`config.mk`:
```
export PLATFORM = sky130hd
export DESIGN_NAME = dmem_arbiter
export DESIGN_NICKNAME = d
export VERILOG_FILES = /design/src/rtl/dmem_arbiter.sv
export SDC_FILE = /design/constraint.sdc
export NUM_CORES = 1
export LEC_CHECK = 0
export BUFFER_PORTS_ARGS = -buffer_cell sky130_fd_sc_hd__buf_4
export CORE_AREA = 2 2 230 232
export CTS_CLUSTER_SIZE = 24
export DETAILED_ROUTE_END_ITERATION = 7
export DIE_AREA = 0 0 232 234
export GPL_TIMING_DRIVEN = 0
export SETUP_SLACK_MARGIN = 0.2
export SLEW_MARGIN = 20
export SYNTH_ARGS = -nofsm -noshare
export SYNTH_HDL_FRONTEND = slang
export SYNTH_SLANG_ARGS = --single-unit
export TNS_END_PERCENT = 5
```
`constraint.sdc`:
```
create_clock -name clk -period 2.5 [get_ports clk]
set_input_delay 0.5 -clock clk [delete_from_list [all_inputs] [get_ports clk]]
set_output_delay 0.5 -clock clk [all_outputs]
set_load 0.02 [all_outputs]
```
`src/rtl/dmem_arbiter.sv`:
```
// Data-memory arbiter: CPU MEM stage has fixed priority, debug/loader port uses free cycles.
// Build option: define DMEM_FAIR_EN to add a starvation guard for the debug port.
module dmem_arbiter #(
   parameter int ADDR_W = 64,
   parameter int DATA_W = 64,
   parameter int WAIT   = 0,
   parameter int STARVE = 4
) (
   input  logic              clk,
   input  logic              rst,
   input  logic              cpu_rd_i,
   input  logic              cpu_wr_i,
   input  logic [ADDR_W-1:0] cpu_addr_i,
   input  logic [DATA_W-1:0] cpu_wdata_i,
   output logic [DATA_W-1:0] cpu_rdata_o,
   output logic              cpu_stall_o,
   input  logic              dbg_req_i,
   input  logic              dbg_we_i,
   input  logic [ADDR_W-1:0] dbg_addr_i,
   input  logic [DATA_W-1:0] dbg_wdata_i,
   output logic              dbg_gnt_o,
   output logic              dbg_done_o,
   output logic [DATA_W-1:0] dbg_rdata_o,
   output logic              mem_rd_o,
   output logic              mem_wr_o,
   output logic [ADDR_W-1:0] mem_addr_o,
   output logic [DATA_W-1:0] mem_wdata_o,
   input  logic [DATA_W-1:0] mem_rdata_i
);

   typedef enum logic [1:0] {IDLE, CPU, DBG} state_t;

   localparam logic [2:0] WAIT_C = 3'(WAIT);

   state_t      state_q, state_d;
   logic [2:0]  wcnt_q, wcnt_d;
   logic        cpu_req;
   logic        own_cpu, own_dbg;
   logic        last;
   logic        dbg_first;
   logic        act_cpu, act_dbg;

   assign cpu_req = cpu_rd_i | cpu_wr_i;

`ifdef DMEM_FAIR_EN
   localparam int SW = (STARVE < 1) ? 1 : $clog2(STARVE + 1);

   logic [SW-1:0] starve_q;

   // Counts CPU completions that overtook a waiting debug request.
   always_ff @(posedge clk or posedge rst) begin
      if (rst)
         starve_q <= '0;
      else if (!dbg_req_i || own_dbg)
         starve_q <= '0;
      else if (own_cpu && last && starve_q != SW'(STARVE))
         starve_q <= starve_q + 1'b1;
   end

   assign dbg_first = dbg_req_i && (starve_q == SW'(STARVE));
`else
   logic cfg_unused;
   assign cfg_unused = (STARVE != 0);
   assign dbg_first  = 1'b0;
`endif

   always_ff @(posedge clk or posedge rst) begin
      if (rst) begin
         state_q <= IDLE;
         wcnt_q  <= 3'd0;
      end else begin
         state_q <= state_d;
         wcnt_q  <= wcnt_d;
      end
   end

   // Owner: combinational arbitration in IDLE, registered state otherwise.
   // A registered owner that drops its request loses the memory at once.
   always_comb begin
      own_cpu = 1'b0;
      own_dbg = 1'b0;
      state_d = state_q;
      wcnt_d  = wcnt_q;
      case (state_q)
         IDLE: begin
            if (cpu_req && !dbg_first)
               own_cpu = 1'b1;
            else if (dbg_req_i)
               own_dbg = 1'b1;
         end
         CPU:     own_cpu = cpu_req;
         DBG:     own_dbg = dbg_req_i;
         default: ;
      endcase
      last = (own_cpu || own_dbg) && (wcnt_q == WAIT_C);
      if (!(own_cpu || own_dbg) || last) begin
         state_d = IDLE;
         wcnt_d  = 3'd0;
      end else begin
         state_d = own_cpu ? CPU : DBG;
         wcnt_d  = wcnt_q + 3'd1;
      end
   end

   // Every output is forced low while reset is asserted.
   assign act_cpu = !rst && own_cpu;
   assign act_dbg = !rst && own_dbg;

   assign mem_rd_o    = (act_cpu && cpu_rd_i && !cpu_wr_i) || (act_dbg && !dbg_we_i);
   assign mem_wr_o    = (act_cpu && cpu_wr_i) || (act_dbg && dbg_we_i);
   assign mem_addr_o  = act_cpu ? cpu_addr_i  : (act_dbg ? dbg_addr_i  : '0);
   assign mem_wdata_o = act_cpu ? cpu_wdata_i : (act_dbg ? dbg_wdata_i : '0);
   assign cpu_rdata_o = act_cpu ? mem_rdata_i : '0;
   assign cpu_stall_o = !rst && cpu_req && !(own_cpu && last);
   assign dbg_gnt_o   = act_dbg;
   assign dbg_done_o  = act_dbg && last;

   always_ff @(posedge clk or posedge rst) begin
      if (rst)
         dbg_rdata_o <= '0;
      else if (own_dbg && last && !dbg_we_i)
         dbg_rdata_o <= mem_rdata_i;
   end

endmodule
```
==> results.toml <==
[clocking]
clk_latency_ns = 0.35
clkSinkCount = 69
cts_max_level = 3
path_clk_slew_ns = 0.07
hold_buffers = 0
cts_tree = "built"
cts-root-buf = "clkbuf_16"
cts_buffers = 9
cts_buffer_depth = 2

[sta]
finalCritPeriodShare = 0.9932
worstMarginPinSlew_ns = 0.3086
drv_slew = 0
setup_ws_ns = 0.01688
fmax_mhz = 402.7
setup_viol = 0
hold_viol_final = 0
min_period_ns = 2.483
rsz0062_at_grt = "true"
final.setup.tns_ns = 0
fin_skew_ns = 0.01117
slew_headroom = 0.7943

[final_layout]
drive_above_1_share = 0.7929
layout_common_cells = "buf_4, buf_6, a22o_1"
final_area_um2 = 11670
final_common_cell = "buf_4"
nets = 1337
stdcell_count = 1703
area.growth.synth_to_final_pct = 153.5

[critical_path]
worstPathRequired_ns = 2.00
critPathSlowestCell = "dfrtp_2"
start_kind = "flop"
rr_worst_depth = 7
crit_arrival_ns = 1.98
cp_slowest_stage_delay_ns = 0.44
path_cells = "o21ba_4 > nor3_4 > buf_12 > clkbuf_16 > buf_12 > a22o_4 > buf_6"
cpMostUsedCell = "buf_12"
path_class = "flop to output port"
cp.buffers_inverters = 4
cp_top_family = "buffers and inverters"
worst-path-stages = 7
endpoint_kind = "output port"
r2r_slack_ns = 0.32
critPathMaxFanout = 10

[yosys]
syn_inst = 396
synth_area_um2 = 4604
synth_nets = 724
synth.avg_cell_area_um2 = 11.63
yosysUniqueCellTypes = 25
ys_seq_area_frac = 0.3750
yosysWarnings = 0
synth_seq_cells = 69

[floorplan]
placementRows = 84
die_area_um2 = 54290
core_um2 = 52020
io-pin-count = 587
die_h_um = 234
die_w_um = 232
start_util = 0.08850

[place]
gp_congestion = 0.7791
portBuffers = 586
dpl.cell_count = 1671
dpl-instance-area_um2 = 9894
dpl_worst_slack_ns = -1.542
hpwl_um = 26430

[global_routing]
grt_pass1_vias = 5881
use_met2 = 0.1744
met1_usage = 0.1207
met3_usage = 0.06055
antenna_found_initial = 0
grt_pass1_wl_um = 40820
grt.overflow.total = 0
track_usage = 0.1074
grt_max_degree = 53
grt-busiest-layer = "met2"

[routing]
drc = 0
num_vias = 5993
detail-route-antenna-nets = 0
wl_per_cell_um = 19.35
wl_um = 32960
viasPerCell = 3.519
drt_iter0_markers = 292
dr.pass1.iters = 4

[power]
p_switching_uw = 2858
pwr-share-seq = 0.258
power_density_nw_per_um2 = 654.4
p_sw_frac = 0.3741
vdd_drop_max_uv = 445.5
p_total_uw = 7638
pwr-share-clk = 0.178
p_leak_uw = 0.005922
combPwrFrac = 0.564
p_int_uw = 4780

[status]
outcome = "complete, no violations"

[flow_run]
maxCapViolCount = 0

[min_path]
min_path_type = "input pin to async pin"
synth_stat cells:
master | instances | area share
a21oi_1 | 1 | 0.0011
a22o_1 | 129 | 0.25
a32o_1 | 1 | 0.0022
and2_1 | 64 | 0.087
and3_1 | 2 | 0.0027
buf_1 | 3 | 0.0024
buf_2 | 11 | 0.012
buf_6 | 7 | 0.017
clkbuf_1 | 21 | 0.017
dfrtp_1 | 69 | 0.38
ha_1 | 2 | 0.0054
inv_1 | 5 | 0.0041
mux2_2 | 4 | 0.0098
mux2_4 | 60 | 0.20
mux2i_1 | 1 | 0.0022
nand2_1 | 1 | 0.00081
nand2b_1 | 1 | 0.0014
nand2b_4 | 1 | 0.0030
nor2_1 | 4 | 0.0033
nor2b_1 | 1 | 0.0014
nor3_1 | 4 | 0.0043
nor4_1 | 1 | 0.0014
o21ba_1 | 1 | 0.0022
o21bai_1 | 1 | 0.0016
or4_1 | 1 | 0.0016
registers in the layout, indices dropped and copies added, names as in the netlist:
signal	cells
dbg_rdata_o	64
wcnt_q	3
state_q	2
worst reg2reg max path: stages, from the launching register on:
cell and delay (ns):
dfrtp_1 0.38, inv_1 0.07, ha_1 0.22, nand2b_4 0.09, or4_1 0.57, buf_6 0.20
buf_6 0.19, mux2_4 0.34
metrics by stage:
step,util,hold WS [ns]
global route,0.2243,0.1334
global placement,0.1896,0.4930
CTS,0.2084,0.1069
finish,0.2243,0.1275
detailed placement,0.1902,0.4944
floorplan,-,0.5384
power groups by stage:
stage	sequential [µW]	combinational [µW]	clock (µW)
global placement	1960	3950	0
floorplan	2560	1380	0
finish	1970	4310	1360
CTS	1970	4140	1430
detailed placement	1970	3980	0
global route	2030	4530	1460
kinds of logic after synthesis:
kind of cell,after synthesis,synth area share
and+or+nand+nor,80,0.1068
AOI/OAI and AO/OA,133,0.2524
buffers and inverters,47,0.05272
muxes,65,0.2076
adders and majority gates,2,0.005434
DFF,69,0.3750
final cells by class:
cell class,count,area [µm²]
Inverter,5,21.27
Sequential cell,69,1728
Clock inverter,5,63.81
Timing Repair Buffer,603,5187
Tap cell,688,860.8
Clock buffer,11,242.7
Multi-Input combinational cell,280,2943
Antenna cell,1,2.502
Fill cell,5558,40350
Buffer,41,621.8
per-layer routing:
metal / share of wire / wire [µm]
met5: 0 / 0
met4: 0.014 / 474
met3: 0.14 / 4450
met2: 0.48 / 15890
met1: 0.37 / 12140
final timing paths:
check | from | end
max in group asynchronous | rst | dbg_rdata_o[12]
hold / removal | rst | dbg_rdata_o[57]
setup reg to reg | wcnt_q[0] | dbg_rdata_o[5]
hold reg to reg | dbg_rdata_o[50] | dbg_rdata_o[50]
setup / recovery | state_q[1] | mem_addr_o[31]
min in group clk | mem_rdata_i[56] | dbg_rdata_o[56]
repair_timing:
| item | in CTS | in global routing |
|---|---|---|
| cloned | 4 | 2 |
| pin swaps | 17 | 90 |
| endpoints found under the setup margin | 195 | 195 |
| buffers inserted | 9 | 1 |
| gates resized for setup | 121 | 231 |
No activity file was read; power rests on OpenSTA's default activity.
